`src/rtl/seg_scan_decoder.sv`:
```
// Reads back a scanned, active-low 7-segment display bus and decodes each digit's settled
// glyph into a hex nibble, with per-digit valid/error flags and a frame-complete pulse.
module seg_scan_decoder #(
    parameter int NUM_DIGITS    = 6,
    parameter int STABLE_CYCLES = 4
) (
    input  logic                      clk,
    input  logic                      rst_n,
    input  logic [NUM_DIGITS-1:0]     seg_sel,
    input  logic [6:0]                seg_data,
    input  logic                      clear,
    output logic [4*NUM_DIGITS-1:0]   hex_data,
    output logic [NUM_DIGITS-1:0]     digit_valid,
    output logic [NUM_DIGITS-1:0]     pattern_err,
    output logic                      frame_done
);

    localparam int                    CNT_W   = $clog2(STABLE_CYCLES + 1);
    localparam logic [CNT_W-1:0]      CNT_MAX = CNT_W'(STABLE_CYCLES);
    localparam logic [CNT_W-1:0]      CNT_ONE = CNT_W'(1);
    localparam logic [NUM_DIGITS-1:0] ONE_D   = NUM_DIGITS'(1);
    localparam logic [NUM_DIGITS-1:0] ALL_D   = {NUM_DIGITS{1'b1}};

    typedef enum logic [1:0] {IDLE, TRACK, HELD} state_t;

    logic [NUM_DIGITS-1:0]   sel_s1_q, sel_s2_q, prev_sel_q;
    logic [6:0]              dat_s1_q, dat_s2_q, prev_dat_q;
    state_t                  state_q, state_d;
    logic [CNT_W-1:0]        cnt_q, cnt_d;
    logic [4*NUM_DIGITS-1:0] hex_q, hex_d;
    logic [NUM_DIGITS-1:0]   valid_q, valid_d;
    logic [NUM_DIGITS-1:0]   err_q, err_d;
    logic [NUM_DIGITS-1:0]   mask_q, mask_d;
    logic                    frame_q, frame_d;

    logic [NUM_DIGITS-1:0]   slot_oh;
    logic                    slot_ok;
    logic                    same;
    logic                    capture;
    logic [4:0]              glyph;

    // Returns {legal, nibble}; legal=0 for blank and for any unknown pattern.
    function automatic logic [4:0] decode_glyph(input logic [6:0] seg);
        case (seg)
            7'h40:   decode_glyph = 5'h10;
            7'h79:   decode_glyph = 5'h11;
            7'h24:   decode_glyph = 5'h12;
            7'h30:   decode_glyph = 5'h13;
            7'h19:   decode_glyph = 5'h14;
            7'h12:   decode_glyph = 5'h15;
            7'h02:   decode_glyph = 5'h16;
            7'h78:   decode_glyph = 5'h17;
            7'h00:   decode_glyph = 5'h18;
            7'h10:   decode_glyph = 5'h19;
            7'h08:   decode_glyph = 5'h1A;
            7'h03:   decode_glyph = 5'h1B;
            7'h46:   decode_glyph = 5'h1C;
            7'h21:   decode_glyph = 5'h1D;
            7'h06:   decode_glyph = 5'h1E;
            7'h0E:   decode_glyph = 5'h1F;
            default: decode_glyph = 5'h00;
        endcase
    endfunction

    always_comb begin
        slot_oh = ~sel_s2_q;
        slot_ok = (slot_oh != '0) && ((slot_oh & (slot_oh - ONE_D)) == '0);
        same    = (sel_s2_q == prev_sel_q) && (dat_s2_q == prev_dat_q);
        glyph   = decode_glyph(dat_s2_q);
    end

    // Settle tracker: one capture per run of STABLE_CYCLES identical synced samples.
    always_comb begin
        state_d = state_q;
        cnt_d   = cnt_q;
        capture = 1'b0;
        case (state_q)
            IDLE: begin
                if (slot_ok) begin
                    state_d = TRACK;
                    cnt_d   = CNT_ONE;
                end else begin
                    cnt_d   = '0;
                end
            end
            TRACK: begin
                if (!slot_ok) begin
                    state_d = IDLE;
                    cnt_d   = '0;
                end else if (!same) begin
                    cnt_d   = CNT_ONE;
                end else if (cnt_q + CNT_ONE >= CNT_MAX) begin
                    cnt_d   = CNT_MAX;
                    capture = 1'b1;
                    state_d = HELD;
                end else begin
                    cnt_d   = cnt_q + CNT_ONE;
                end
            end
            HELD: begin
                if (!slot_ok) begin
                    state_d = IDLE;
                    cnt_d   = '0;
                end else if (!same) begin
                    state_d = TRACK;
                    cnt_d   = CNT_ONE;
                end
            end
            default: begin
                state_d = IDLE;
                cnt_d   = '0;
            end
        endcase
    end

    always_comb begin
        hex_d   = hex_q;
        valid_d = valid_q;
        err_d   = err_q;
        mask_d  = mask_q;
        frame_d = 1'b0;
        if (mask_q == ALL_D) begin
            frame_d = 1'b1;
            mask_d  = '0;
        end
        if (capture) begin
            for (int i = 0; i < NUM_DIGITS; i++) begin
                if (slot_oh[i]) begin
                    mask_d[i] = 1'b1;
                    if (glyph[4]) begin
                        hex_d[4*i +: 4] = glyph[3:0];
                        valid_d[i]      = 1'b1;
                        err_d[i]        = 1'b0;
                    end else begin
                        valid_d[i]      = 1'b0;
                        err_d[i]        = (dat_s2_q != 7'h7F);
                    end
                end
            end
        end
        if (clear) begin
            hex_d   = '0;
            valid_d = '0;
            err_d   = '0;
            mask_d  = '0;
            frame_d = 1'b0;
        end
    end

    always_ff @(posedge clk or negedge rst_n) begin
        if (!rst_n) begin
            sel_s1_q   <= '1;
            sel_s2_q   <= '1;
            dat_s1_q   <= '1;
            dat_s2_q   <= '1;
            prev_sel_q <= '1;
            prev_dat_q <= '1;
            state_q    <= IDLE;
            cnt_q      <= '0;
            hex_q      <= '0;
            valid_q    <= '0;
            err_q      <= '0;
            mask_q     <= '0;
            frame_q    <= 1'b0;
        end else begin
            sel_s1_q   <= seg_sel;
            sel_s2_q   <= sel_s1_q;
            dat_s1_q   <= seg_data;
            dat_s2_q   <= dat_s1_q;
            prev_sel_q <= sel_s2_q;
            prev_dat_q <= dat_s2_q;
            state_q    <= state_d;
            cnt_q      <= cnt_d;
            hex_q      <= hex_d;
            valid_q    <= valid_d;
            err_q      <= err_d;
            mask_q     <= mask_d;
            frame_q    <= frame_d;
        end
    end

    assign hex_data    = hex_q;
    assign digit_valid = valid_q;
    assign pattern_err = err_q;
    assign frame_done  = frame_q;

endmodule
```
`config.mk`:
```
export PLATFORM = sky130hd
export DESIGN_NAME = seg_scan_decoder
export DESIGN_NICKNAME = d
export VERILOG_FILES = /design/src/rtl/seg_scan_decoder.sv
export SDC_FILE = /design/constraint.sdc
export NUM_CORES = 1
export LEC_CHECK = 0
export CORE_MARGIN = 1.5
export CORE_UTILIZATION = 54
export CTS_BUF_LIST = sky130_fd_sc_hd__clkbuf_16
export DETAILED_ROUTE_END_ITERATION = 6
export HOLD_SLACK_MARGIN = 0.02
export PLACE_DENSITY = 0.82
export SYNTH_ARGS = -nofsm -noshare
export SYNTH_HDL_FRONTEND = slang
export SYNTH_SLANG_ARGS = --single-unit
```
`constraint.sdc`:
```
create_clock -name clk -period 2.9 [get_ports clk]
set_clock_uncertainty 0.15 [all_clocks]
set_input_delay 0.87 -clock clk [delete_from_list [all_inputs] [get_ports clk]]
set_output_delay 0.87 -clock clk [all_outputs]
set_load 0.1 [all_outputs]
```
# [Word-level counts from Yosys, hierarchy flattened]
# Cells that the tools add are included.
[classes] n_bitwise=2 eq_ne=25 n_reduce_logical=27 n_lt_le_gt_ge=1 addsub=2 shift=0 mux=57 div=0 mul=0
[op_table] op="5-bit case mux with 16 select lines" n=1
[op_table] op="24-bit 2-to-1 mux" n=2
[op_table] op="6-bit 2-to-1 mux" n=7
[op_table] op="7-bit == test, second input constant" n=4
[op_table] op="4-bit 2-to-1 mux" n=7
[op_table] op="1-bit 2-to-1 mux" n=27
[op_table] op="7-bit by 5-bit == test with 1-bit output, second input constant" n=3
[op_table] op="7-bit by 6-bit == test with 1-bit output, second input constant" n=3
[op_table] op="3-bit AND reduction" n=6
[op_table] op="2-bit nonzero test" n=8
[op_table] op="3-bit 2-to-1 mux" n=5
[op_table] op="7-bit by 2-bit == test with 1-bit output, second input constant" n=2
[op_table] op="7-bit by 4-bit == test with 1-bit output, second input constant" n=2
[op_table] op="2-bit 2-to-1 mux" n=6
[op_table] op="2-bit AND reduction" n=6
[op_table] op="3-bit inequality test, second input constant" n=3
[op_table] op="3-bit case mux with 3 select lines" n=1
[op_table] op="7-bit by 3-bit == test with 1-bit output, second input constant" n=1
[op_table] op="7-bit == test" n=1
[op_table] op="7-bit zero test" n=1
[op_table] op="7-bit inequality test, second input constant" n=1
[op_table] op="6-bit AND" n=1
[op_table] op="6-bit == test" n=1
[op_table] op="6-bit == test, second input constant" n=1
[op_table] op="other kinds (13)" n=14
[totals] ff_bits=87 wordCells=142 inputBits=16 latchBits=0 n_memories=0 ramBits=0 mem_bits_ro=0

# [Depth between registers and ports, before layout]
# Gate-level depths: netlist of the first run.
[logic_depth] word_depth=9 ltp_mapped=9 mapped_depth_nobuf=7

# [Worst setup path before layout of the first run]
# Ideal clock, no wire load.
[synth_path] kind="reg-to-reg" start="register dat_s2_q[0]" end="register hex_q[13] (netlist: hex_data[13])" arrival_time_ps=2156 required_ps=2663 stages_incl_launch_ff=7 setup_time_ps=87 slack_ps=507 cell_sequence="dfstp_2 xor2_1 or4_1 or4_4 a211oi_4 nand2_1 o211ai_1"
[synth_via] elab_chain_cells=7 elab_cells_between_ends=29 cone_classes="eq/ne (16); mux (8); reduce/logical (5)"
[synth_rtl] item="start, declared" line_no="27" source="logic [6:0] dat_s1_q, dat_s2_q, prev_dat_q;"
[synth_rtl] item="start signal, assigned" line_no="169" source="dat_s2_q <= dat_s1_q;"
[synth_rtl] item="branches (longest 7 deep; another with 24-bit 2-to-1 mux)"
[synth_rtl] item="end signal, assigned" line_no="160" source="hex_q <= '0;"
[synth_rtl] item="end signal, assigned" line_no="174" source="hex_q <= hex_d;"
[synth_rtl] item="end, declared" line_no="30" source="logic [4*NUM_DIGITS-1:0] hex_q, hex_d;"
# Parallel ways; which one is timed is not known. The select of a mux whose other input is x is not followed.
# A chain may end at the register's enable or synchronous reset.

# [Worst setup path after layout of the first run]
[layout_path] start="register dat_s2_q[6]" end="register hex_q[16] (netlist: hex_data[16])"
# The elaborated chain is that of the path after synthesis.

==> results of run 1 <==
## critical path: cells and delay by family (launching register included)
kind | cells | cell delay [ns]
xor+xnor | 1 | 0.13
flops | 1 | 0.69
compound gates | 2 | 0.52
simple gates | 3 | 1.19
## per-layer routing
| metal | GRT usage | vias up | wire [um] |
|---|---|---|---|
| met5 | 0 | - | 0 |
| met2 | 0.3756 | 139 | 4142 |
| li1 | - | 1384 | - |
| met1 | 0.3424 | 1486 | 3608 |
| met4 | 0.09677 | 0 | 184 |
| met3 | 0.05024 | 19 | 623 |
## final cells by class
cell class                      count  area, um^2  share of cell area
Sequential cell                    87        2226              0.4741
Multi-Input combinational cell    230        1430              0.3046
Timing Repair Buffer               70       573.1              0.1221
Clock buffer                        9       225.2             0.04797
Tap cell                           96       120.1             0.02559
Inverter                           19       71.32             0.01519
Clock inverter                      7       48.80             0.01039
## power by group through the flow
stage          Combinational (W)  Clock [W]  Sequential (W)
4_1_cts                 0.000331    0.00108         0.00132
2_1_floorplan           0.000107          0         0.00144
6_report                0.000330    0.00106         0.00132
3_3_place_gp            0.000324          0         0.00134
5_1_grt                 0.000353    0.00114         0.00133
3_5_place_dp            0.000329          0         0.00134
## synth_stat cells, types with 2 or more instances
cell	count
dfrtp_1	48
nand2_1	45
dfstp_2	39
nand3_1	24
a21oi_1	20
inv_1	19
o211ai_1	19
nor2_1	15
xor2_1	15
o21ai_0	14
clkbuf_1	12
mux2i_1	7
buf_2	6
o22ai_1	6
nor4_1	5
nor2b_1	4
o2111ai_1	4
a32o_1	3
nand2b_1	3
nand4_1	3
or4_1	3
a211o_1	2
a211oi_1	2
and2_1	2
and4_1	2
nor3_1	2
o31ai_1	2
or2_2	2
or3_1	2
xnor2_1	2
## placed cells by master, fill, tap and decap left out, types with 2 or more instances in the layout
cell             netlist  routed
nand2_1               45      45
xor2_1                15      15
a211o_1                2       2
inv_6                  0       2
or3_1                  2       2
a21oi_1               20      20
nor2_1                15      15
o2111ai_1              4       4
o211ai_1              19      19
mux2i_1                7       7
and4_1                 2       2
clkdlybuf4s50_1        0      14
nand2b_1               3       3
nor4_1                 5       5
nor3_1                 2       2
o31ai_1                2       2
a32o_1                 3       3
inv_1                 19      20
nand3_1               24      24
and2_1                 2       2
clkbuf_16              0       9
or4_1                  3       3
or2_2                  2       2
o22ai_1                6       6
nand4_1                3       3
buf_4                  0      55
nor2b_1                4       4
clkinvlp_4             0       2
a211oi_1               2       2
dfstp_2               39      39
o21ai_0               14      14
dfrtp_1               48      48
xnor2_1                2       2
## sequential cells by signal (all words and copies together), names as in the netlist
register / cells
hex_data: 24
dat_s1_q: 7
dat_s2_q: 7
prev_dat_q: 7
digit_valid: 6
mask_q: 6
pattern_err: 6
prev_sel_q: 6
sel_s1_q: 6
sel_s2_q: 6
cnt_q: 3
state_q: 2
frame_done: 1
## path summary, 6_finish.rpt
| check | endpoint | cells after the start | slack, ns | start |
|---|---|---|---|---|
| setup reg to reg | hex_data[16] | 6 | 0.15 | dat_s2_q[6] |
| hold / removal | dat_s2_q[2] | 0 | 0.20 | dat_s1_q[2] |
| min in group asynchronous | hex_data[20] | 1 | 0.36 | rst_n |
| max in group asynchronous | dat_s1_q[5] | 2 | 1.57 | rst_n |
| hold reg to reg | dat_s2_q[2] | 0 | 0.20 | dat_s1_q[2] |
| setup / recovery | hex_data[16] | 6 | 0.15 | dat_s2_q[6] |
## cell families (layout without fill, tap and decap cells)
family / count (synthesis) / after routing
xor gates and xnor gates: 17 / 17
adders and majority gates: 1 / 1
and+or+nand+nor: 122 / 122
muxes: 7 / 7
buffers and inverters: 37 / 105
DFF: 87 / 87
AOI/OAI and AO/OA: 83 / 83
## per-stage QoR
| stage | worst slack [ns] | hold slack (ns) | std cells | instance area (um^2) | total power [W] |
|---|---|---|---|---|---|
| floorplan | 0.5073 | 0.1952 | 354 | 3802 | 0.001548 |
| global placement | 0.2434 | 0.1957 | 502 | 4420 | 0.001660 |
| detailed placement | 0.1951 | 0.1969 | 502 | 4420 | 0.001669 |
| CTS | 0.1780 | 0.2028 | 518 | 4695 | 0.002727 |
| global route | 0.01513 | 0.2070 | 518 | 4695 | 0.002815 |
| finish | 0.1515 | 0.2029 | 518 | 4695 | 0.002706 |
==> results summary, run 1 <==
The xor/xnor cell area share of the yosys netlist came out at 0.03916. From left edge to right edge, the die measures 86.92 um. The share of total power dissipated in sequential elements is 0.488.

The number of max-slew violations in the final report is 0. Summed over all nets, the switching power comes to 0.0007492 W. The number of warnings printed during yosys synthesis came out at 0.

The data required time at the worst endpoint came out at 3.00 ns. The async set-reset flop share out of synthesis is 1.000. The worst hold path belongs to the class reg2reg.

The detailed-route vias per instance came out at 5.846. TritonCTS built the clock tree. The shortest clock period the worst path allows after layout is 2.748 ns. For this configuration, the core starts out at a cell density of 0.5597. For this run, the detailed router's first-pass iteration total came to 5. The number of global-route vias before repair came out at 2806.

The post-layout utilization of the core is 0.6910. The worst-skew pair later-pin latency is 0.34 ns. The number of nets at the end of the flow is 434. The critical path endpoint category is a flip-flop. The synthesized design spends more area on one cell type than any other, namely dfrtp_1. Traced cell by cell, the critical path runs through xor2_1 -> or4_1 -> or4_4 -> a211oi_4 -> nand2_1 -> o211ai_1. STA classifies the critical path startpoint as a flip-flop. Summing over every cut layer, the via total after detailed routing is 3028. The clock edge transition at the registers on the reported setup and hold paths is 0.06 ns. The total I/O pin count is 53.

In the routed design, unresolved DRC markers number 0. The growth of design area from synthesis to finish came out at 23.46%. The total setup buffers inserted after CTS came out at 0. The worst max-slew margin expressed relative to the limit is 0.4472.

The count of port buffers added during placement is 52. The sum of negative setup slack came out at 0 ns. The post-synthesis instance area is 3802 um^2. The initial detailed-routing violation count came out at 290.

Of the total power, the clock network draws 0.390. The number of cell rows is 30. The worst path arrival time is 2.85 ns. The leading register cell type out of synthesis is dfrtp_1. The arithmetic-cell share of the synthesized area counting full adders, half adders and majority gates came out at 0.003291. In this run the remaining antenna-violating nets after routing total 0. The post-synthesis cell type count is 52.

The remaining global-route overflow came out at 0. The overall global routing resource usage came out at 0.2445. The initial antenna violation count is 0.

The total number of H-tree levels is 3. The synthesized netlist net count is 371. The tree built by TritonCTS fans out to 87 sinks. The final hold violation count came to 0.

The run finished with clean final reports. The vertical die dimension came out at 86.92 um. Counting flops and latches in the post-synthesis netlist gives 87.

The share of the Yosys chip area taken by registers is 0.5854. In this run the static leakage power is 2.050 nW. Counting flops with a built-in enable in the synthesized netlist gives 0. Once the clock tree was built, the resizer swapped 0 gates to a different size. The sum of net half-perimeters after detailed placement is 6015 um. The clock buffer count from CTS came out at 9.

The core area came out at 6794 um^2. The cell area power density came out at 576.5 nW/um^2. The number of fill cells in the layout came out at 511. The global placer's final weighted congestion is 0.9457. The final count of negative-setup-slack endpoints is 0. The area share of the largest cell type after synthesis is 0.3159.

The share of the clock period used by the worst path after layout came out at 0.9478. The antenna diode count came out at 0. The total routed wirelength is 8558 um. The detail-routed net length per standard cell came out at 16.52 um.

The count of hold buffers inserted by post-cts repair is 0. The tree is rooted in a clkbuf_16. Synthesis produced a netlist whose cell count is 354. The worst-case clock buffer depth came out at 2. The maximum number of pins on one net before global-route repair is 49. By area the synthesized netlist is led by dfrtp_1, dfstp_2, nand2_1. The highest fanout seen on the critical path came out at 16. The floorplan die area came out at 7554 um^2. The global-route wire length before repair came out at 14030 um.

The peak supply drop came out at 0.3946 mV. The slew of the pin with the lowest slew margin came out at 0.8222 ns. Of the total power, the share spent switching nets is 0.2768. The longest individual stage delay on the worst path came out at 0.69 ns.

The share of power burned in combinational logic is 0.122. The internal power came out at 0.001957 W. The critical path is of the reg2reg type.

Setup repair after global routing left no endpoint under its margin. Max-cap violations in this run came to 0. After synthesis, the largest family of logic cells by area is simple AND/OR/NAND/NOR gates. The fmax is 0.3638 GHz. The share of the synthesized area in compound gates (AO/OA/AOI/OAI) was 0.1507. The slowest cell on the critical path is dfstp_2.

The share of final-layout standard cells stronger than drive strength 1 is 0.2773. The simple logic cell fraction of the synthesized area is 0.1645. The share of cell area taken by muxes after synthesis is 0.01843. The average instance in the mapped netlist occupies 10.74 um^2.
Power figures use the tool's default switching activity.
==> inputs of run 2 (changes only) <==
CORE_MARGIN = default   (was 1.5)
PLACE_DENSITY = default   (was 0.82)
PLACE_DENSITY_LB_ADDON = 0.1   (was default)
==> run 2 against run 1 <==
Net effect: die area fell by 2.3%; fmax rose by 0.93%; count of clock-buffer cells in the layout did not move.
==> results summary, run 2 (same netlist as run 1, synthesis figures left out) <==
The run finished with clean final reports. The data required time at the worst endpoint came to 3.00 ns (about the same). The share of final-layout standard cells stronger than drive strength 1 came out at 0.2837 (+0.006437). The worst path arrival time came to 2.82 ns (-0.03 ns). The worst max-slew margin expressed relative to the limit came to 0.2435 (-0.2036).

The initial antenna violation count is 0 (unchanged). The worst-case register-to-register setup slack is 0.18 ns (+0.03 ns). The final hold violation count was 0 (unchanged). In this run the worst setup path begins at dat_s2_q[6]. The reported max-cap violation count came out at 0 (unchanged). The slew of the pin with the lowest slew margin is 1.125 ns (+0.3029 ns).

The shortest clock period the worst path allows after layout came out at 2.723 ns (-0.02545 ns). The endpoint of the worst hold-timing path is sel_s2_q[0]. The fmax is 0.3672 GHz (+0.93%). The startpoint kind of the worst setup timing path is a flip-flop. Leaving out fill and tap cells, the most frequent cell in the layout is buf_4. The share of the clock period used by the worst path after layout is 0.9390 (-0.008777).

The antenna diode count is 0 (unchanged). The clock sink count was 87 (unchanged). The sum of net half-perimeters after detailed placement came to 5921 um (-1.6%). The detail-routed net length per standard cell came out at 17.11 um (+3.6%).

The post-layout total power is 0.002827 W (+4.4%). The cell area power density is 595.4 nW/um^2 (+3.3%). The final count of negative-setup-slack endpoints is 0 (unchanged). The hold slack is 0.2039 ns (+0.0009740 ns).

The post-layout instance area is 4747 um^2 (+1.1%). The worst setup slack after layout is 0.1770 ns (+0.02545 ns). The cell count of the worst hold path came to 0 (unchanged). The floorplan die area came to 7381 um^2 (-2.3%). STA classifies the critical path endpoint as a flip-flop.

The remaining global-route overflow is 0 (unchanged). The critical path in this run is classified as reg2reg. The destination of the worst register-to-register timing path is hex_data[16]. Clock tree synthesis selected as its root buffer the cell clkbuf_16. The worst-skew pair later-pin latency is 0.34 ns (about the same). The highest fanout seen on the critical path came out at 16 (unchanged). The die boundary width came out at 85.92 um (-1.2%). The total number of H-tree levels is 3 (unchanged). The global-route wire length before repair came out at 14730 um (+5.0%). The peak supply drop is 0.5890 mV (+49%). The startpoint identified for the worst register-to-register timing path is dat_s2_q[6]. The count of unresolved DRC violations after routing is 0 (unchanged). The number of fill cells in the layout was 484 (-5.3%). The number of flip-flops under the largest register name came to 24 (unchanged). The top cell types in the final layout, fill and taps aside, are buf_4, dfrtp_1, nand2_1. The placement-stage cell area is 4441 um^2 (+0.45%).

The path category of the worst min-delay check is reg2reg. The total setup buffers inserted after CTS is 0 (unchanged). Compared with the post-synthesis result, the final layout area differs by 24.84%.

The share of total power in the clock network is 0.415 (+0.025). The number of cell rows is 30 (unchanged). The number of global-route vias before repair came to 2890 (+3.0%). The total routed wirelength is 8882 um (+3.8%). The internal power came to 0.002053 W (+4.9%).

The count of hold buffers inserted by post-cts repair is 0 (unchanged). The count of port buffers added during placement came out at 52 (unchanged). The number of nets with antenna violations after routing is 0 (unchanged). The sum of negative setup slack came out at 0 ns (unchanged). The total I/O pin count was 53 (unchanged). Setup repair after global routing left no endpoint under its margin. The sequential cell fraction of total power came out at 0.468 (-0.020). The number of optimization iterations in the first detailed-route pass came to 5 (unchanged). The clock buffer count from CTS is 9 (unchanged). The initial cell density of the core is 0.5597 (unchanged). The global placer's final weighted congestion came out at 0.8439 (-11%).

The initial detailed-routing violation count came to 209 (-28%). The share of power burned in combinational logic is 0.116 (-0.006). The detailed-route vias per instance came to 5.728 (-2.0%).

The vertical die dimension is 85.92 um (-1.2%). The fraction of power spent switching nets came out at 0.2736 (-0.003210). The maximum number of pins on one net before global-route repair is 52 (+6.1%).

The overall global routing resource usage is 0.2652 (+0.02067). The number of nets at the end of the flow came out at 435 (+0.23%). The startpoint identified for the worst hold timing path is sel_s1_q[0]. The clock tree from TritonCTS is done. The total vias in the final route is 2973 (-1.8%). The number of gates given a new drive strength after cts is 0 (unchanged). The number of max-slew violations in the final report came to 0 (unchanged). The worst slack after detailed placement was 0.1967 ns (+0.001617 ns). The clock edge transition at the registers on the reported setup and hold paths came to 0.06 ns (about the same). The worst-case clock buffer depth came out at 2 (unchanged). The switching power came out at 0.0007734 W (+3.2%). The core area came out at 6794 um^2 (unchanged). The number of cells on the worst reg-to-reg path is 6 (unchanged). The standby leakage power is 2.075 nW (+1.3%).
==> run 2: per-stage QoR <==
step	utilization	instances
6_report	0.6987	519
3_5_place_dp	0.6536	503
5_1_grt	0.6987	519
4_1_cts	0.6982	519
2_1_floorplan	-	354
3_3_place_gp	0.6536	503
==> run 2: power by group through the flow <==
stage / sequential [W] / combinational (W) / clock [W]
6_report: 0.00132 / 0.000329 / 0.00117
4_1_cts: 0.00132 / 0.000331 / 0.00120
5_1_grt: 0.00133 / 0.000353 / 0.00125
2_1_floorplan: 0.00144 / 0.000107 / 0
3_3_place_gp: 0.00134 / 0.000325 / 0
3_5_place_dp: 0.00134 / 0.000329 / 0
==> run 2: worst max path at each step <==
| stage | endpoint | cells past startpoint |
|---|---|---|
| 6_report | hex_data[16] | 6 |
| 2_1_floorplan | hex_data[13] | 6 |
| 3_5_place_dp | hex_data[16] | 6 |
| 3_3_place_gp | hex_data[4] | 6 |
| 4_1_cts | hex_data[16] | 6 |
| 5_1_grt | hex_data[17] | 6 |
==> run 2: worst max-delay path: stages (launching register included) <==
cell and delay (ns):
dfstp_4 0.71, xor2_1 0.10, or4_1 0.48, or4_4 0.44, a211oi_4 0.28, nand2_1 0.23, o211ai_1 0.24
==> run 2: layout make-up <==
class	count	area [um^2]	share of cell area
Inverter	19	71.32	0.01502
Clock inverter	7	77.57	0.01634
Sequential cell	87	2230	0.4697
Timing Repair Buffer	71	593.1	0.1249
Clock buffer	9	225.2	0.04744
Tap cell	96	120.1	0.02530
Multi-Input combinational cell	230	1430	0.3013
==> run 2: per-layer routing <==
metal | global-route usage | share of wire
met1 | 0.3829 | 0.45
met5 | 0 | 0
met2 | 0.3975 | 0.48
met3 | 0.04909 | 0.046
met4 | 0.1091 | 0.018
